File: src/rtl/bin2dec_seq.sv
// bin2dec_seq
//
// Sequential binary-to-BCD digit splitter. An 8-bit unsigned value is divided
// by 10 twice with restoring division, one quotient bit per clock:
//   DIV1: din / 10     -> remainder is the ones digit, quotient feeds DIV2
//   DIV2: (din/10)/10  -> remainder is the tens digit, quotient is hundreds
// A conversion takes 16 clocks from the accepting edge to the done pulse.
//
// Ports
//   clk       system clock, rising edge
//   rst_n     asynchronous active-low reset
//   start     conversion request, sampled only while idle
//   din       8-bit unsigned value, captured on the accepting edge
//   busy      high while a conversion is in progress
//   done      one-cycle pulse, digits valid from this cycle onward
//   hundreds  BCD hundreds digit (0..2)
//   tens      BCD tens digit (0..9)
//   ones      BCD ones digit (0..9); updates 8 clocks before tens/hundreds,
//             so consumers must qualify the digits with done

module bin2dec_seq (
  input  logic       clk,
  input  logic       rst_n,
  input  logic       start,
  input  logic [7:0] din,
  output logic       busy,
  output logic       done,
  output logic [3:0] hundreds,
  output logic [3:0] tens,
  output logic [3:0] ones
);

  typedef enum logic [1:0] {
    IDLE = 2'd0,
    DIV1 = 2'd1,
    DIV2 = 2'd2
  } state_t;

  state_t state;
  state_t state_next;

  logic [7:0] a;       // dividend being consumed MSB first
  logic [7:0] q;       // quotient under construction
  logic [4:0] r;       // partial remainder, always < 10 between steps
  logic [2:0] cnt;     // step index 0..7 within one division

  logic [4:0] rs;      // shifted remainder, at most 19
  logic       ge;      // shifted remainder reaches the divisor
  logic [4:0] r_step;  // remainder after this step
  logic [7:0] q_step;  // quotient after this step
  logic       last;    // eighth step of the current division

  // One restoring-division step, shared by DIV1 and DIV2.
  // NOTE: every signal is assigned a default at the top of the always_comb
  // so no path leaves it unassigned, which would infer a latch.
  always_comb begin
    rs             = {r[3:0], a[3'd7 - cnt]};
    ge             = (rs >= 5'd10);
    r_step         = ge ? (rs - 5'd10) : rs;
    q_step         = q;
    q_step[3'd7 - cnt] = ge;
    last           = (cnt == 3'd7);
  end

  always_comb begin
    state_next = state;
    unique case (state)
      IDLE: if (start) state_next = DIV1;
      DIV1: if (last)  state_next = DIV2;
      DIV2: if (last)  state_next = IDLE;
      default:         state_next = IDLE;
    endcase
  end

  // NOTE: state is updated with non-blocking assignments so every register
  // in the design samples the pre-edge values, independent of block order.
  always_ff @(posedge clk or negedge rst_n) begin
    if (!rst_n) state <= IDLE;
    else        state <= state_next;
  end

  // Datapath and output registers. All of them are small flops, so all are
  // cleared by reset; an aborted conversion leaves nothing behind.
  always_ff @(posedge clk or negedge rst_n) begin
    if (!rst_n) begin
      a        <= '0;
      q        <= '0;
      r        <= '0;
      cnt      <= '0;
      busy     <= 1'b0;
      done     <= 1'b0;
      hundreds <= '0;
      tens     <= '0;
      ones     <= '0;
    end else begin
      done <= 1'b0;
      unique case (state)
        IDLE: begin
          if (start) begin
            a    <= din;
            r    <= '0;
            q    <= '0;
            cnt  <= '0;
            busy <= 1'b1;
          end
        end
        DIV1: begin
          r   <= r_step;
          q   <= q_step;
          cnt <= cnt + 3'd1;
          if (last) begin
            // First quotient (<= 25) becomes the dividend of the second pass.
            ones <= r_step[3:0];
            a    <= q_step;
            r    <= '0;
            q    <= '0;
            cnt  <= '0;
          end
        end
        DIV2: begin
          r   <= r_step;
          q   <= q_step;
          cnt <= cnt + 3'd1;
          if (last) begin
            hundreds <= q_step[3:0];
            tens     <= r_step[3:0];
            busy     <= 1'b0;
            done     <= 1'b1;
          end
        end
        default: ;
      endcase
    end
  end

endmodule

File: config.mk
export PLATFORM = sky130hd
export DESIGN_NAME = bin2dec_seq
export DESIGN_NICKNAME = d
export VERILOG_FILES = /design/src/rtl/bin2dec_seq.sv
export SDC_FILE = /design/constraint.sdc
export NUM_CORES = 1
export LEC_CHECK = 0
export ABC_AREA = 0
export CORE_MARGIN = 4
export CORE_UTILIZATION = 50
export CTS_BUF_LIST = sky130_fd_sc_hd__clkbuf_2
export DETAILED_ROUTE_END_ITERATION = 6
export PLACE_DENSITY = 0.79
export RECOVER_POWER = 50
export SLEW_MARGIN = 10
export SYNTH_ARGS = -nofsm -noshare
export SYNTH_HDL_FRONTEND = slang
export SYNTH_SLANG_ARGS = --single-unit
export TNS_END_PERCENT = 20
File: constraint.sdc
create_clock -name clk -period 1.9 [get_ports clk]
set_input_delay 0.19 -clock clk [delete_from_list [all_inputs] [get_ports clk]]
set_output_delay 0.19 -clock clk [all_outputs]
set_load 0.1 [all_outputs]
== Word level (Yosys, flattened, before mapping) ==
Cells that the tools add are included.
Storage, ports and cells
  output and inout bits: 14
  register bits: 39
  input port bits: 11
  logic and storage cells: 60
Operators by class
  $add $sub $neg: 3
  reductions and logical operators: 11
  eq/ne operators: 6
  muxes and demuxes: 27
  order comparisons: 3
Operators with widths (count)
  $mux 8: 4
  $pmux 8 s3: 1
  $pmux 8 s2: 1
  $mux 4: 3
  $pmux 4 s3: 1
  $pmux 3 s3: 1
  $reduce_and 3->1: 3
  $bwmux 8: 1
  $mux 1: 6
  $mux 2: 3
  $mux 3: 2
  $ne 2x2->1 const B: 3
  $pmux 2 s3: 1
  $reduce_and 2->1: 3
  $ge 5x4->1 const B: 1
  $lt 3x4->1 const B: 1
  $reduce_bool 2->1: 2
  $sub 4x4->4 const B: 1
  $add 3x1->3 const B: 1
  $bmux 1 s3: 1
  $demux 1 s3: 1
  $eq 3x3->1 const B: 1
  $ge 3x1->1 const B: 1
  $reduce_bool 3->1: 1
  other kinds (6): 6

== Logic depth before layout (Yosys ltp) ==
Gate-level depths: netlist (run 1).
  depth after elaboration: 8
  depth in mapped cells: 8
  depth with buffers taken out: 6

== Worst setup path before layout (run 1) ==
OpenSTA, ideal clock, no wires.
  path type: reg-to-reg
  from: register cnt[1]
  to: register a[1]
  required time: 1.758 ns
  stages on the path, launching flop included: 7
  clock period less this slack: 1.986 ns
  path buffers: 0
  path slack: -0.086 ns
  setup time: 0.142 ns
  arrival time: 1.844 ns
  cell sequence: dfrtp_1 > ha_1 > ha_1 > nor2b_1 > nor3_2 > mux2i_1 > o311ai_2
On the way
  word-level cells in the longest chain between the ends: 8
  elaborated cells between the ends (all ways): 15
  those cells by class: 1 x add/sub; 3 x order compare; 2 x eq/ne; 7 x mux; 2 x reduce/logical
RTL lines
  start: declaration: line 45  | logic [2:0] cnt;
  start signal: assignment: line 110  | cnt <= cnt + 3'd1;
  start signal: assignment: line 123  | cnt <= cnt + 3'd1;
  branches (longest 8 deep; another with $ge 5x4->1)
  end signal: assignment: line 100  | a <= din;
  end signal: assignment: line 114  | a <= q_step;
  end: declaration: line 42  | logic [7:0] a;
Several ways; the timed one is not identified. The select of a mux whose other input is x is not followed.
A chain may end at the register's enable or synchronous reset.

== Worst setup path after layout (run 1) ==
  from: register cnt[0]
  to: register hundreds[3]
On the way
  word-level cells in the longest chain between the ends: 6
  elaborated cells between the ends (all ways): 12
  those cells by class: 1 x add/sub; 3 x order compare; 1 x eq/ne; 5 x mux; 2 x reduce/logical
RTL lines
  branches (longest 6 deep; another with $ge 5x4->1)
  end signal: assignment: line 125  | hundreds <= q_step[3:0];
  end: declaration: line 28  | output logic [3:0] hundreds,
Several ways; the timed one is not identified. The select of a mux whose other input is x is not followed.

==> results of run 1 <==
[synth_stat cells (2+ instances only)]
cell type                    n
sky130_fd_sc_hd__a211o_1     3
sky130_fd_sc_hd__a21o_1      2
sky130_fd_sc_hd__a21oi_1    12
sky130_fd_sc_hd__a31oi_1     4
sky130_fd_sc_hd__a32oi_1     2
sky130_fd_sc_hd__and2_1      3
sky130_fd_sc_hd__and3_1      2
sky130_fd_sc_hd__buf_6       2
sky130_fd_sc_hd__clkbuf_1   11
sky130_fd_sc_hd__dfrtp_1    39
sky130_fd_sc_hd__ha_1        6
sky130_fd_sc_hd__inv_1      11
sky130_fd_sc_hd__mux2_2      3
sky130_fd_sc_hd__mux2i_1     9
sky130_fd_sc_hd__nand2_1    20
sky130_fd_sc_hd__nand2b_1    2
sky130_fd_sc_hd__nand3_1     7
sky130_fd_sc_hd__nand3b_1    3
sky130_fd_sc_hd__nor2_1     10
sky130_fd_sc_hd__nor2b_1    13
sky130_fd_sc_hd__nor3_1      3
sky130_fd_sc_hd__nor3b_1     3
sky130_fd_sc_hd__o211ai_1    6
sky130_fd_sc_hd__o21ai_0    18
sky130_fd_sc_hd__o22ai_1     7
sky130_fd_sc_hd__o2bb2ai_1   3
sky130_fd_sc_hd__o311ai_0    5
sky130_fd_sc_hd__o311ai_2    2
sky130_fd_sc_hd__o31ai_1     3
sky130_fd_sc_hd__or3_1       2
[cells by family (layout without fill, tap and decap cells)]
kind of cell / Yosys count / in the layout / share of synthesized area [%]
buffers and inverters: 24 / 75 / 4.69
AO/OA/AOI/OAI: 76 / 76 / 23.9
AND/OR/NAND/NOR: 74 / 75 / 17.8
multiplexers: 14 / 14 / 6.70
flip-flops: 39 / 39 / 43.6
adder cells (fa/ha/maj): 6 / 6 / 3.35
[area by class of cell]
cell class	count	area, µm²
clock inverters	3	15.0
well taps	52	65.1
multi-input cells	171	1260
inverters	11	41.3
fillers	360	1520
clock buffers	5	25.0
repair buffers	56	452
flip-flops and latches	39	978
[layer usage]
layer	global-route usage [%]	part of all wire (%)	vias up
li1	-	-	972
met1	28.9	45	970
met2	34.3	48	58
met3	4.27	5.2	9
met4	7.31	1.6	0
met5	0	0	-
[sequential cells by signal, summed over array words and instances (netlist names)]
register / flops
a: 8
busy: 1
cnt: 3
done: 1
hundreds: 4
ones: 4
q: 8
r: 4
state: 2
tens: 4
[power by group through the flow]
stage / logic [µW] / clock network (µW) / registers [µW]
after floorplan: 933 / 0 / 1030
after global placement: 1320 / 0 / 1060
after detailed placement: 1340 / 0 / 1070
after CTS: 1430 / 376 / 1050
after global routing: 1700 / 420 / 1080
final: 1570 / 376 / 1060
[path summary, 6_finish.rpt]
check / startpoint / endpoint / slack [ps]
max: cnt[0]$_DFFE_PN0P_ / hundreds[3]$_DFFE_PN0P_ / 20
min: rst_n / state[1]$_DFFE_PN0P_ / 450
max reg2reg: cnt[0]$_DFFE_PN0P_ / hundreds[3]$_DFFE_PN0P_ / 20
min reg2reg: ones[0]$_DFFE_PN0P_ / ones[0]$_DFFE_PN0P_ / 510
max in group asynchronous: rst_n / hundreds[3]$_DFFE_PN0P_ / 360
min in group clk: start / state[0]$_DFFE_PN0P_ / 470
[repair_timing]
item,4_1_cts,5_1_grt
gates cloned,0,1
resized for setup,5,14
endpoints found under the setup margin,26,29
hold endpoints to repair,20,0
buffers inserted,1,2
hold buffers,1,0
pin swaps,3,1
[metrics by stage]
stage | cells | setup TNS (ps)
after floorplan | 233 | -575
after global placement | 324 | -1300
after detailed placement | 324 | -2660
after CTS | 334 | -44.0
after global routing | 337 | -237
final | 337 | 0
==> Implementation_results.wiki, run 1 <==
{| class="wikitable"
! Metric !! Value
|-
| Antenna violations before repair || 0
|-
| Worst EP arrival || roughly 2200 ps
|-
| Post-Route Skew || around 28 ps
|-
| Clock tree from TritonCTS || done
|-
| Hold WC Path Type || in2async
|-
| Ant. Diodes || 0
|-
| Maximum number of pins on one net before global-route repair || 22
|-
| Setup repair after global routing missed its margin || yes
|-
| Number of routed nets with antenna violations || 0
|-
| Smallest setup slack after layout || about 25 ps
|-
| Classification of the worst setup path || reg2reg
|-
| Final hold viol count || 0
|-
| Global-route wire length before repair || 9.17 mm
|-
| Slowest Stage Delay on Critical Path || 500 ps
|-
| Initial core utilization || 51.4%
|-
| Fmax || about 530 MHz
|-
| Final net count || roughly 300
|-
| Routed wire per std cell || between 15 and 20 µm
|-
| Number of max-cap violations || 0
|-
| Via count || 2009
|-
| Overflow after GRT || 0
|-
| Number of DRC markers after the initial detailed-route iteration || about 140
|-
| Startpoint type of the worst setup path || register
|-
| Period utilization || 98.7%
|-
| Result of the run || finished, final reports clean
|-
| Cells on worst reg2reg path || 6
|-
| Sw frac || between 40 and 50%
|-
| Worst slew margin relative to its limit || ~28%
|-
| Warnings, synthesis || 0
|-
| I/O Buffers || 24
|-
| Most frequent CP cell || sky130_fd_sc_hd__buf_4
|-
| Final setup violation count || 0
|-
| Synthesized net count || 250
|-
| Worst voltage drop across the vdd grid || around 0.55 mV
|-
| Switching power summed over all nets || about 1200 µW
|-
| Top area cells in the synthesized netlist || sky130_fd_sc_hd__dfrtp_1, sky130_fd_sc_hd__mux2i_1, sky130_fd_sc_hd__o21ai_0, sky130_fd_sc_hd__nor2b_1, sky130_fd_sc_hd__ha_1
|-
| All-Layer GR Usage || 21.4%
|-
| Number of CTS-inserted buffers || 5
|-
| Placed inst area || ~2700 µm²
|-
| Die footprint || approximately 5600 µm²
|-
| Die X || between 70 and 80 µm
|-
| Portion of the post-synthesis area used by sequential elements || a little over two fifths
|-
| Clk pin slew, worst setup/hold paths || 220 ps
|-
| Mean area per synthesized cell || 9.61 µm²
|-
| Latest clock arrival within the worst-skew pair || between 400 and 500 ps
|-
| Total power density per cell area || 1060 nW/µm²
|-
| Finished Cell Area || 2830 µm²
|-
| Finished Core Util || 65.1%
|-
| Proportion of power drawn by combinational gates || 52.3%
|-
| Post-synthesis register bit count || 39
|-
| HPWL reported at the end of detailed placement || ~3.8 mm
|-
| Distinct cell type count of the synthesized netlist || 47
|-
| Number of standard-cell rows in the floorplan || 24
|-
| Most used flip-flop cell after synthesis || sky130_fd_sc_hd__dfrtp_1
|-
| Number of global-route vias before repair || roughly 2000
|-
| Count of cell instances traversed by the critical path || 6
|-
| Sequential share of power || between 30% and 40%
|-
| Worst Setup Slack post-DPL || -186 ps
|-
| Worst hold margin || about 450 ps
|-
| Kind of cell adding the most delay to the critical path || flip-flops
|-
| Number of ports placed on the die boundary || 25
|-
| DRC violation count after routing || 0
|-
| Highest-count cells in the layout ignoring fill and taps || sky130_fd_sc_hd__buf_4, sky130_fd_sc_hd__dfrtp_1, sky130_fd_sc_hd__nand2_1
|-
| Design Power || 3000 µW
|-
| Sort of element at the end of the critical path || register
|-
| Final Critical Period || between 1500 and 2000 ps
|-
| Data required time of the worst path || 2240 ps
|-
| Global placer's final weighted congestion || a little over 0.8
|-
| Sequence of cells on the critical path || mux2_4, a222oi_1, buf_4, nand3_4, buf_4, a31oi_1
|-
| Layout Area Growth over Synthesis || 26.5%
|-
| Root cell of the clock tree || sky130_fd_sc_hd__clkbuf_2
|-
| Clock Sink Count || 39
|-
| Via-to-Cell Ratio || slightly below 6
|-
| Cell type contributing the most total cell area after synthesis || sky130_fd_sc_hd__dfrtp_1
|-
| Initial DRT Pass Iterations || 4
|-
| Core region area || roughly 4400 µm²
|-
| Slowest library cell on the worst path || sky130_fd_sc_hd__dfrtp_2
|-
| H-tree depth reported by CTS || 2
|-
| Area of the mapped netlist || around 2200 µm²
|-
| Chip height || between 70 and 80 µm
|-
| Most common cell after layout, fill and taps aside || sky130_fd_sc_hd__buf_4
|-
| Routed wire length || 5.55 mm
|-
| Max Buffers Root-to-Sink || 2
|-
| Final number of max-transition violations || 0
|-
| Standby leakage power || 0.00128 µW
|-
| Synth Instances || 233
|-
| Combined buffer and inverter count along the critical path || 2
|-
| Area share of the leading cell type in the synthesized netlist || a little over two fifths
|-
| Fraction of registers with async set or reset after synthesis || between 90% and 100%
|-
| Portion of total power attributed to the clock network || between 10% and 20%
|-
| Cell internal pwr || around 1800 µW
|-
| Share of final-layout standard cells stronger than drive strength 1 || between 20% and 30%
|-
| Highest fanout seen on the critical path || 6
|-
| Number of flops mapped to enable cells by yosys || 0
|-
| Tightest Pin Transition || 1080 ps
|}
(Power assumes the default switching activity.)
==> run 2: changes to the inputs <==
--- a/config.mk
+++ b/config.mk
@@ -8,2 +8,3 @@
 export ABC_AREA = 0
+export CORE_ASPECT_RATIO = 1.4
 export CORE_MARGIN = 4
==> constraint.sdc (replaced) <==
create_clock -name clk -period 1.9 [get_ports clk]
set_input_delay 0.57 -clock clk [delete_from_list [all_inputs] [get_ports clk]]
set_output_delay 0.57 -clock clk [all_outputs]
set_load 0.1 [all_outputs]
==> run 2 against run 1 <==
Net effect:
- the flow now finishes with violations (negative setup slack)
- cell count is 1.2% higher
- sequential power hardly changed
- combinational power is 3% higher
- clock-buffer cell count is 1 higher
- worst setup slack worse by 97 ps
- fmax is 4.9% lower
- total power is 11% higher
- core utilization is 7.5 points higher
- routed wire length is 2.6% higher
- sequential share of layout area is 3.0 points lower
- hold slack worse by 140 ps
- critical path type unchanged
- largest power group unchanged
==> Implementation_results.wiki, run 2 (synthesized netlist as in run 1, its figures left out) <==
{| class="wikitable"
! Metric !! Value
|-
| Global-route wire length before repair || 9.27 mm (+1.0%)
|-
| Worst EP arrival || 2290 ps (+80 ps)
|-
| HPWL reported at the end of detailed placement || 3.90 mm (+1.6%)
|-
| Final setup violation count || 21 (+21)
|-
| Violated checks || negative setup slack
|-
| Worst slew margin relative to its limit || 26.1% (-2.1 points)
|-
| Hold WC Path Type || in2async
|-
| Core region area || 4270 µm² (-1.8%)
|-
| Root cell of the clock tree || sky130_fd_sc_hd__clkbuf_2
|-
| Data required time of the worst path || 2220 ps (-20 ps)
|-
| Final hold viol count || 0 (unchanged)
|-
| Post-layout instance count excluding filler cells || 341 (+1.2%)
|-
| Ant. Diodes || 0 (unchanged)
|-
| Die footprint || 5630 µm² (+0.28%)
|-
| Number of routed nets with antenna violations || 0 (unchanged)
|-
| Worst reg2reg path startpoint || cnt[0]$_DFFE_PN0P_
|-
| Sequence of cells on the critical path || mux2_4, a222oi_1, buf_4, nand3_4, buf_6, a21o_1
|-
| Number of ports placed on the die boundary || 25 (unchanged)
|-
| Count of cell instances traversed by the critical path || 6 (unchanged)
|-
| Global placer's final weighted congestion || 0.870 (+7.1%)
|-
| All-Layer GR Usage || 20.9% (-0.48 points)
|-
| Kind of cell adding the most delay to the critical path || flip-flops
|-
| Chip height || 87.2 µm (+16%)
|-
| Max Buffers Root-to-Sink || 2 (unchanged)
|-
| Maximum number of pins on one net before global-route repair || 21 (-4.5%)
|-
| Sort of element at the end of the critical path || register
|-
| Via count || 2042 (+1.6%)
|-
| Antenna violations before repair || 0 (unchanged)
|-
| Fill cell total of the finished layout || 322 (-11%)
|-
| Cells on worst reg2reg path || 6 (unchanged)
|-
| Clock tree from TritonCTS || done
|-
| Latest clock arrival within the worst-skew pair || 410 ps (about the same)
|-
| Final Critical Period || 1970 ps (+97.3 ps)
|-
| Clock Sink Count || 39 (unchanged)
|-
| Worst voltage drop across the vdd grid || 0.784 mV (+42%)
|-
| Highest fanout seen on the critical path || 10 (+4)
|-
| Highest-count cells in the layout ignoring fill and taps || sky130_fd_sc_hd__dfrtp_1, sky130_fd_sc_hd__buf_4, sky130_fd_sc_hd__nand2_1
|-
| Total power density per cell area || 1070 nW/µm² (+1.3%)
|-
| Finished Core Util || 72.6% (+7.5 points)
|-
| DRC violation count after routing || 0 (unchanged)
|-
| Initial DRT Pass Iterations || 5 (+1)
|-
| Most common cell after layout, fill and taps aside || sky130_fd_sc_hd__dfrtp_1
|-
| Overflow after GRT || 0 (unchanged)
|-
| Number of DRC markers after the initial detailed-route iteration || 96 (-29%)
|-
| Standby leakage power || 0.00135 µW (+5.8%)
|-
| Setup repair after global routing missed its margin || yes
|-
| Clk pin slew, worst setup/hold paths || 220 ps (about the same)
|-
| Layout Area Growth over Synthesis || 38.5%
|-
| Routed wire length || 5.70 mm (+2.6%)
|-
| Tightest Pin Transition || 1110 ps (+30.8 ps)
|-
| Reg area || 977 µm² (-0.13%)
|-
| Number of standard-cell rows in the floorplan || 28 (+17%)
|-
| Slowest Stage Delay on Critical Path || 530 ps (+30 ps)
|-
| Final number of max-transition violations || 0 (unchanged)
|-
| Routed wire per std cell || 16.7 µm (+1.4%)
|-
| Result of the run || finished, violations left
|-
| Slowest library cell on the worst path || sky130_fd_sc_hd__dfrtp_2
|-
| Number of global-route vias before repair || 1980 (+0.92%)
|-
| Number of placed instances with taps included || 330 (+1.9%)
|-
| H-tree depth reported by CTS || 2 (unchanged)
|-
| Classification of the worst setup path || reg2reg
|-
| Fmax || 507 MHz (-4.9%)
|-
| Initial core utilization || 52.4% (+0.96 points)
|-
| Via-to-Cell Ratio || 5.99 (+0.45%)
|-
| Number of CTS-inserted buffers || 5 (unchanged)
|-
| Combined buffer and inverter count along the critical path || 2 (unchanged)
|-
| Period utilization || 104% (+5.1 points)
|-
| Post-Route Skew || 13.9 ps (-14.5 ps)
|-
| Design Power || 3330 µW (+11%)
|-
| Startpoint type of the worst setup path || register
|-
| Registers with the most flip-flops || a (8), q (8)
|-
| Multi-input combinational cell area || 1310 µm² (+3.9%)
|-
| Smallest setup slack after layout || -72.6 ps (-97.3 ps)
|-
| Die X || 64.6 µm (-14%)
|-
| Number of hold buffers added after cts || 0 (-1)
|-
| I/O Buffers || 24 (unchanged)
|-
| Share of final-layout standard cells stronger than drive strength 1 || 28.8% (+1.8 points)
|-
| Launch point of the critical path || cnt[0]$_DFFE_PN0P_
|-
| Final net count || 297 (-1.3%)
|-
| Number of max-cap violations || 0 (unchanged)
|}
-- run 2: cell types whose count changed in the layout (fill, tap and decap cells not counted), moves of 3 or more --
cell / change
sky130_fd_sc_hd__buf_4: -19
sky130_fd_sc_hd__buf_12: +14
sky130_fd_sc_hd__o21ai_0: -9
sky130_fd_sc_hd__o21ai_1: +9
sky130_fd_sc_hd__buf_6: +3
sky130_fd_sc_hd__clkinv_2: -3
sky130_fd_sc_hd__o22ai_1: -3
sky130_fd_sc_hd__o22ai_2: +3
sky130_fd_sc_hd__o2bb2ai_1: -3
-- run 2: layout make-up --
cell class | count | share of cell area, %
clock buffer | 6 | 0.968
clock inverter | 2 | 1.94
inverter | 11 | 1.33
multi-input combinational | 170 | 42.1
sequential | 39 | 31.5
tap | 60 | 2.42
timing repair buffer | 53 | 19.8
-- run 2: metrics by stage --
stage	setup TNS [ps]	cell area [µm²]	hold WS (ps)	setup slack, ps
after floorplan	-575	2250	274	-82.3
after global placement	-3980	2860	476	-193
after detailed placement	-5090	2860	474	-245
after CTS	-641	2980	85.6	-56.3
after global routing	-3610	3100	356	-173
final	-839	3100	310	-72.6
-- run 2: worst paths after layout --
check	end	slack (ps)
setup / recovery	tens[1]$_DFFE_PN0P_	-70
min in group clk	q[4]$_DFFE_PN0P_	530
hold / removal	busy$_DFFE_PN0P_	310
setup reg to reg	tens[1]$_DFFE_PN0P_	-70
max in group asynchronous	q[2]$_DFFE_PN0P_	490
hold reg to reg	q[4]$_DFFE_PN0P_	530
-- run 2: metal layers --
| metal | track usage (%) | share of wire, % |
|---|---|---|
| met1 | 25.5 | 42 |
| met2 | 35.9 | 53 |
| met3 | 4.91 | 4.4 |
| met4 | 7.50 | 1.2 |
| met5 | 0 | 0 |
-- run 2: where the power goes --
part           total (µW)  switching, µW  internal [µW]
sequential           1050            102            951
clock                 654            294            360
combinational        1620            852            768
-- run 2: what timing repair did --
item                                    CTS  global route
endpoints found under the setup margin   30            33
cloned                                    0             0
resized for setup                        11            28
pin swaps                                 6             7
setup buffers                             1             2
-- run 2: worst register-to-register path: stages (launching register included) --
cell and delay (ps):
sky130_fd_sc_hd__dfrtp_2 530, sky130_fd_sc_hd__mux2_4 320, sky130_fd_sc_hd__a222oi_1 330, sky130_fd_sc_hd__buf_4 210
sky130_fd_sc_hd__nand3_4 160, sky130_fd_sc_hd__buf_6 190, sky130_fd_sc_hd__a21o_1 150
